--- config.mk ---
export PLATFORM = sky130hd
export DESIGN_NAME = regfile_wb_arbiter
export DESIGN_NICKNAME = d
export VERILOG_FILES = /design/src/rtl/regfile_wb_arbiter.sv
export SDC_FILE = /design/constraint.sdc
export NUM_CORES = 1
export LEC_CHECK = 0
export BUFFER_PORTS_ARGS = -buffer_cell sky130_fd_sc_hd__buf_2
export CAP_MARGIN = 30
export CORE_ASPECT_RATIO = 2
export CORE_MARGIN = 4
export CORE_UTILIZATION = 25
export DETAILED_ROUTE_END_ITERATION = 6
export MAX_ROUTING_LAYER = met4
export SLEW_MARGIN = 5
export SYNTH_ARGS = -nofsm -noshare
export SYNTH_HDL_FRONTEND = slang
export SYNTH_SLANG_ARGS = --single-unit
--- constraint.sdc ---
create_clock -name clk -period 3.9 [get_ports clk]
set_clock_uncertainty 0.05 [all_clocks]
set_input_delay 0.585 -clock clk [delete_from_list [all_inputs] [get_ports clk]]
set_output_delay 0.585 -clock clk [all_outputs]
set_load 0.05 [all_outputs]
--- src/rtl/regfile_wb_arbiter.sv ---
// Register-file write-port arbiter with a pending-write scoreboard: two write-back requesters share one port.
// Grant is combinational and the write launches one cycle later; the loser of a both-valid cycle waits, and a WAW issue is refused.
module regfile_wb_arbiter #(
  parameter int NREG = 32,
  parameter int XLEN = 64,
  localparam int AW = $clog2(NREG)
) (
  input  logic            clk,
  input  logic            reset,
  input  logic            issue_valid,
  input  logic [AW-1:0]   issue_rd,
  output logic            issue_ready,
  input  logic [AW-1:0]   rs1,
  input  logic [AW-1:0]   rs2,
  output logic            busy_rs1,
  output logic            busy_rs2,
  input  logic            req0_valid,
  input  logic [AW-1:0]   req0_rd,
  input  logic [XLEN-1:0] req0_data,
  output logic            req0_ready,
  input  logic            req1_valid,
  input  logic [AW-1:0]   req1_rd,
  input  logic [XLEN-1:0] req1_data,
  output logic            req1_ready,
  output logic            wen,
  output logic [AW-1:0]   waddr,
  output logic [XLEN-1:0] wdata,
  output logic            err
);

  logic [NREG-1:0] busy_q, busy_d;
  logic            rr_q, rr_d;
  logic            wen_q;
  logic [AW-1:0]   waddr_q;
  logic [XLEN-1:0] wdata_q;
  logic            err_q, err_d;

  logic            both_vld, grant0, grant1, grant_vld, issue_acc;
  logic [AW-1:0]   grant_rd;
  logic [XLEN-1:0] grant_data;

  // rr_q == 0 favours req0 when both requesters are valid
  assign both_vld   = req0_valid && req1_valid;
  assign grant0     = req0_valid && !(both_vld && rr_q);
  assign grant1     = req1_valid && !(both_vld && !rr_q);
  assign grant_vld  = grant0 || grant1;
  assign grant_rd   = grant1 ? req1_rd : req0_rd;
  assign grant_data = grant1 ? req1_data : req0_data;

  assign req0_ready  = grant0;
  assign req1_ready  = grant1;
  assign issue_ready = !busy_q[issue_rd];
  assign issue_acc   = issue_valid && issue_ready;
  assign busy_rs1    = busy_q[rs1];
  assign busy_rs2    = busy_q[rs2];

  always_comb begin
    busy_d = busy_q;
    if (grant_vld)
      busy_d[grant_rd] = 1'b0;
    // set after clear so a same-cycle issue of the written rd stays pending
    if (issue_acc && issue_rd != '0)
      busy_d[issue_rd] = 1'b1;
    busy_d[0] = 1'b0;
  end

  assign rr_d  = both_vld ? !rr_q : rr_q;
  assign err_d = err_q || (grant_vld && grant_rd != '0 && !busy_q[grant_rd]
                           && !(issue_acc && issue_rd == grant_rd));

  always_ff @(posedge clk or negedge reset) begin
    if (!reset) begin
      busy_q  <= '0;
      rr_q    <= 1'b0;
      wen_q   <= 1'b0;
      waddr_q <= '0;
      wdata_q <= '0;
      err_q   <= 1'b0;
    end else begin
      busy_q <= busy_d;
      rr_q   <= rr_d;
      err_q  <= err_d;
      wen_q  <= grant_vld && grant_rd != '0;
      if (grant_vld) begin
        waddr_q <= grant_rd;
        wdata_q <= grant_data;
      end
    end
  end

  assign wen   = wen_q;
  assign waddr = waddr_q;
  assign wdata = wdata_q;
  assign err   = err_q;

endmodule
### Yosys cells after proc, flatten, opt, wreduce, memory -nomap -nowiden

Index checks and enable logic that the tools add are counted.

| cells by class | value |
|---|---|
| magnitude comparators | 6 |
| equality and inequality tests | 1 |
| muxes and demuxes | 16 |
| bitwise gates (word level) | 3 |
| reduce and logical (&&, ||, !) cells | 23 |

Operator list:

| cell | number |
|---|---|
| $mux W32 | 2 |
| $mux W64 | 1 |
| $and A32 B32 Y32 | 1 |
| $not A32 Y32 | 1 |
| $or A32 B32 Y32 | 1 |
| $lt A5 B6 Y1 const B | 4 |
| $bmux W1 S5 | 4 |
| $logic_and A1 B1 Y1 | 13 |
| $demux W1 S5 | 2 |
| $ge A5 B1 Y1 const B | 2 |
| $reduce_bool A5 Y1 | 2 |
| $logic_not A1 Y1 | 6 |
| $mux W1 | 6 |
| $eq A5 B5 Y1 | 1 |
| $mux W5 | 1 |
| $logic_or A1 B1 Y1 | 2 |

| word-level totals | value |
|---|---|
| register bits after elaboration | 103 |
| output and inout port bits | 76 |

### Logic depth before layout (Yosys ltp)

| logic depth | value |
|---|---|
| depth in word-level cells | 14 |
| mapped depth | 9 |
| mapped depth without buffers | 8 |

### Worst setup path after synthesis

Ideal clock, no wire load.

| timing | value |
|---|---|
| path type | input-to-output |
| from | input port issue_rd[1] |
| to | output port issue_ready |
| arrival time | 2.478 ns |
| required time | 3.265 ns |
| path slack | 0.787 ns |
| stages | 7 |
| path buffers | 2 |
| cells stage by stage | buf_2 > buf_1 > mux4_2 > nand4_1 > nand2_1 > a2111o_1 > nor2_1 |

| between the ends | value |
|---|---|
| longest elaborated chain between the ends | 3 |

RTL lines:

| what | line | source |
|---|---|---|
| start: declaration | 11 | `input logic [AW-1:0] issue_rd,` |
| $bmux W1 S5 | 52 | `assign issue_ready = !busy_q[issue_rd];` |
| $mux W1 (implied by the code) | 52 |  |
| $logic_not A1 Y1 | 52 |  |
| end: declaration | 12 | `output logic issue_ready,` |

Every way passes these cells. The select of a mux whose other input is x is not followed.

### Worst setup path in the final report

| timing | value |
|---|---|
| from | input port issue_rd[0] |
| to | output port issue_ready |

The elaborated chain is that of the path after synthesis.

==> impl_metrics.xml <==
<?xml version="1.0" encoding="UTF-8"?>
<metrics>
  <group name="sta">
    <metric name="hold_viol_final" unit="">0</metric>
    <metric name="grt_setup_unrepaired" unit="">false</metric>
    <metric name="finalSetupViolations" unit="">0</metric>
    <metric name="tightestPinTransition" unit="ns">0.792</metric>
    <metric name="fin_crit" unit="ns">3.28</metric>
    <metric name="slew_violations" unit="">0</metric>
    <metric name="final_worst_path_period_share" unit="%">84.1</metric>
    <metric name="slew_headroom" unit="%">47.2</metric>
    <metric name="setup_total_negative_slack" unit="ns">0</metric>
    <metric name="maxClockFrequency" unit="MHz">305</metric>
  </group>
  <group name="clock_tree">
    <metric name="cts_buffers" unit="">9</metric>
    <metric name="clock_tree.htree_level_count" unit="">3</metric>
    <metric name="numClockSinks" unit="">103</metric>
    <metric name="post_cts.resized_instances" unit="">0</metric>
    <metric name="cts_post_setup_buffers_inserted" unit="">0</metric>
    <metric name="tritoncts" unit="">done</metric>
    <metric name="ctsLongestPathBuffers" unit="">2</metric>
    <metric name="cts.clk_slew.worst_paths" unit="ns">0.08</metric>
    <metric name="clk-insertion-delay-late" unit="ns">0.36</metric>
    <metric name="clock_tree.root_cell" unit="">sky130_fd_sc_hd__clkbuf_16</metric>
    <metric name="cts-hold-fix-buffers" unit="">0</metric>
  </group>
  <group name="power_and_ir_drop">
    <metric name="areal_power_density_over_the_cells" unit="mW/mm^2">571</metric>
    <metric name="irDropWorstVdd" unit="V">0.000274</metric>
    <metric name="power_leakage" unit="uW">0.00351</metric>
  </group>
  <group name="logic_synthesis">
    <metric name="syn_area_per_cell" unit="um^2">9.52</metric>
    <metric name="synth.yosys.seq_area_share" unit="%">40.7</metric>
    <metric name="postSynth.topFlopCell" unit="">sky130_fd_sc_hd__dfrtp_1</metric>
    <metric name="count_of_flip_flops_with_a_built_in_enable_after_synthesis" unit="">0</metric>
    <metric name="synth_cells" unit="">666</metric>
    <metric name="asyncSetResetFlopFracSynth" unit="%">100</metric>
    <metric name="netlist_area" unit="mm^2">0.00634</metric>
    <metric name="yosysWarningCount" unit="">0</metric>
    <metric name="mappedNetlistNets" unit="">824</metric>
    <metric name="synth_cell_types" unit="">56</metric>
    <metric name="synth-seq-cells" unit="">103</metric>
  </group>
  <group name="run_status">
    <metric name="status" unit="">finished, final reports clean</metric>
  </group>
  <group name="die">
    <metric name="die_area" unit="mm^2">0.0281</metric>
    <metric name="floorplan.io_pins" unit="">234</metric>
    <metric name="die_height" unit="um">233</metric>
    <metric name="placeableCoreArea" unit="mm^2">0.0250</metric>
    <metric name="num_rows" unit="">82</metric>
    <metric name="die_width" unit="um">121</metric>
    <metric name="initial_core_util" unit="%">25.3</metric>
  </group>
  <group name="final_layout">
    <metric name="fill_cells" unit="">2683</metric>
    <metric name="multi_input_combinational_cell_area" unit="mm^2">0.00357</metric>
    <metric name="finalNetCount" unit="">1030</metric>
    <metric name="sequential_cell_area" unit="mm^2">0.00258</metric>
    <metric name="final_util" unit="%">32.4</metric>
    <metric name="area.growth.synth_to_final" unit="%">27.9</metric>
    <metric name="final_layout_size_suffix_gt1_share" unit="%">41.2</metric>
  </group>
  <group name="setup_path">
    <metric name="r2r_cells" unit="">8</metric>
    <metric name="critical_path.endpoint_type" unit="">output pin</metric>
    <metric name="setup.worst_path.start_class" unit="">input port</metric>
    <metric name="critical_path_arrival" unit="ns">2.64</metric>
    <metric name="path_max_fanout" unit="">21</metric>
    <metric name="reg2reg_setup_slack" unit="ns">1.08</metric>
    <metric name="setup.worst_path.class" unit="">input port to output pin</metric>
    <metric name="r2r_end" unit="">err</metric>
    <metric name="r2r-start" unit="">rr_q</metric>
    <metric name="cp.required" unit="ns">3.26</metric>
  </group>
  <group name="drt">
    <metric name="drt_pre_antenna_iters" unit="">5</metric>
    <metric name="route.detailed.vias_per_inst" unit="">5.16</metric>
    <metric name="routed_wire_length_per_instance" unit="um">20.2</metric>
    <metric name="routed-via-count" unit="">6276</metric>
    <metric name="postRouteWirelength" unit="mm">24.5</metric>
    <metric name="drtAntennaViolNets" unit="">0</metric>
    <metric name="drt_iter0_drc" unit="">439</metric>
    <metric name="drc" unit="">0</metric>
  </group>
  <group name="global_route">
    <metric name="grtUsageTotal" unit="%">17.8</metric>
    <metric name="vias_in_the_first_global_route" unit="">6528</metric>
    <metric name="pin_count_of_the_biggest_net_entering_global_routing" unit="">67</metric>
    <metric name="global_route.overflow_total" unit="">0</metric>
    <metric name="grt_first_pass_wirelength" unit="mm">37.3</metric>
    <metric name="grt_antenna_before_repair" unit="">2</metric>
  </group>
  <group name="hold_path">
    <metric name="hold_path.class" unit="">input port to async pin</metric>
  </group>
  <group name="run">
    <metric name="maxCapViolations" unit="">0</metric>
  </group>
  <group name="placement">
    <metric name="detailedPlacementHpwl" unit="mm">18.9</metric>
    <metric name="globalplace.congestion" unit="">1.03</metric>
    <metric name="portBuffers" unit="">233</metric>
  </group>
</metrics>
[kinds of logic (layout without fill, tap and decap cells)]
family	count (synthesis)	count (layout)	synth area share (%)
buffers and inverters	50	261	3.12
xor gates and xnor gates	6	6	0.829
and+or+nand+nor	228	228	15.7
DFF	103	103	40.7
other	0	3	0
muxes	109	109	23.1
AOI/OAI and AO/OA	170	170	16.6
[sequential cells by signal (all words and copies together), names as in the netlist]
signal / cells
wdata: 64
busy_q: 31
waddr: 5
err: 1
rr_q: 1
wen: 1
[area by class of cell]
class / count / area share, %
Tap cell: 336 / 5.18
Clock buffer: 10 / 2.82
Sequential cell: 103 / 31.8
Antenna cell: 3 / 0.0926
Timing Repair Buffer: 241 / 15.3
Clock inverter: 6 / 0.571
Multi-Input combinational cell: 513 / 44.0
Inverter: 4 / 0.185
[cell usage in the layout, fill, tap and decap left out, types with 6 or more instances in the layout]
cell type,instances
sky130_fd_sc_hd__dfrtp_1,103
sky130_fd_sc_hd__a21oi_1,8
sky130_fd_sc_hd__mux4_2,22
sky130_fd_sc_hd__o21ai_0,70
sky130_fd_sc_hd__and2_1,6
sky130_fd_sc_hd__clkbuf_16,9
sky130_fd_sc_hd__o22ai_1,64
sky130_fd_sc_hd__buf_2,231
sky130_fd_sc_hd__nand3_1,13
sky130_fd_sc_hd__nand2b_1,13
sky130_fd_sc_hd__nor2_1,144
sky130_fd_sc_hd__mux2_2,71
sky130_fd_sc_hd__nand2_1,25
sky130_fd_sc_hd__buf_4,9
sky130_fd_sc_hd__mux2i_1,14
[cell usage after synthesis, types with 2 or more instances]
cell type / instances / area, um^2
sky130_fd_sc_hd__nor4b_1: 2 / 17.5
sky130_fd_sc_hd__nand2b_1: 13 / 81.3
sky130_fd_sc_hd__o21ai_0: 70 / 350
sky130_fd_sc_hd__nor4_1: 3 / 18.8
sky130_fd_sc_hd__mux4_2: 22 / 495
sky130_fd_sc_hd__a21oi_1: 8 / 40.0
sky130_fd_sc_hd__dfrtp_1: 103 / 2580
sky130_fd_sc_hd__and2_1: 6 / 37.5
sky130_fd_sc_hd__or2_2: 3 / 18.8
sky130_fd_sc_hd__o31ai_1: 3 / 22.5
sky130_fd_sc_hd__buf_1: 12 / 45.0
sky130_fd_sc_hd__nand3_1: 13 / 65.1
sky130_fd_sc_hd__mux2_2: 71 / 800
sky130_fd_sc_hd__xnor2_1: 5 / 43.8
sky130_fd_sc_hd__a311oi_1: 2 / 17.5
sky130_fd_sc_hd__nor2b_1: 4 / 25.0
sky130_fd_sc_hd__nor2_1: 144 / 541
sky130_fd_sc_hd__o221ai_1: 2 / 17.5
sky130_fd_sc_hd__nand3b_1: 4 / 30.0
sky130_fd_sc_hd__mux2i_1: 14 / 140
sky130_fd_sc_hd__o31a_1: 2 / 17.5
sky130_fd_sc_hd__o22ai_1: 64 / 400
sky130_fd_sc_hd__a2111o_1: 2 / 22.5
sky130_fd_sc_hd__buf_2: 2 / 10.0
sky130_fd_sc_hd__clkbuf_1: 31 / 116
sky130_fd_sc_hd__nand2_1: 27 / 101
sky130_fd_sc_hd__a221oi_1: 2 / 17.5
sky130_fd_sc_hd__inv_1: 3 / 11.3
sky130_fd_sc_hd__nand4_1: 2 / 12.5
[how the worst max path moves through the flow]
stage                     depth (start not counted)  slack [ns]   startpoint     endpoint
final                                             6        0.62  issue_rd[0]  issue_ready
after global routing                              6        0.55  issue_rd[0]  issue_ready
after CTS                                         6        0.63  issue_rd[0]  issue_ready
after detailed placement                          6        0.63  issue_rd[0]  issue_ready
after global placement                            6        0.63  issue_rd[0]  issue_ready
after floorplan                                   7        0.79  issue_rd[1]  issue_ready
[worst max-delay path, cell delays in order]
cell and delay, ns:
sky130_fd_sc_hd__buf_2 0.42, sky130_fd_sc_hd__mux4_2 0.56, sky130_fd_sc_hd__mux2_2 0.30, sky130_fd_sc_hd__a2111o_1 0.41, sky130_fd_sc_hd__nor2_1 0.09, sky130_fd_sc_hd__buf_2 0.27
[metal layers]
metal | GRT usage [%] | up-vias | part of all wire (%)
li1 | - | 2873 | -
met5 | - | - | 0
met3 | 3.05 | 77 | 5.9
met4 | 11.8 | 0 | 6.8
met1 | 17.5 | 3012 | 34
met2 | 31.9 | 314 | 53
[stage by stage]
stage                     cells  instance area [um^2]  setup WS (ns)  hold WS (ns)  power, uW
after floorplan             666                  6340          0.787         0.239       3070
after detailed placement   1197                  7830          0.627         0.472       3770
after CTS                  1213                  8100          0.626         0.197       4670
after global routing       1215                  8110          0.545         0.229       4890
final                      1216                  8110          0.621         0.193       4630
after global placement     1197                  7830          0.632         0.470       3750
[where the power goes]
part | internal (uW) | switching [uW] | leakage, uW
registers | 1350 | 333 | 0.00122
logic | 692 | 1380 | 0.00216
clock network | 437 | 438 | 0.000129
No activity file was read; power rests on OpenSTA's default activity.
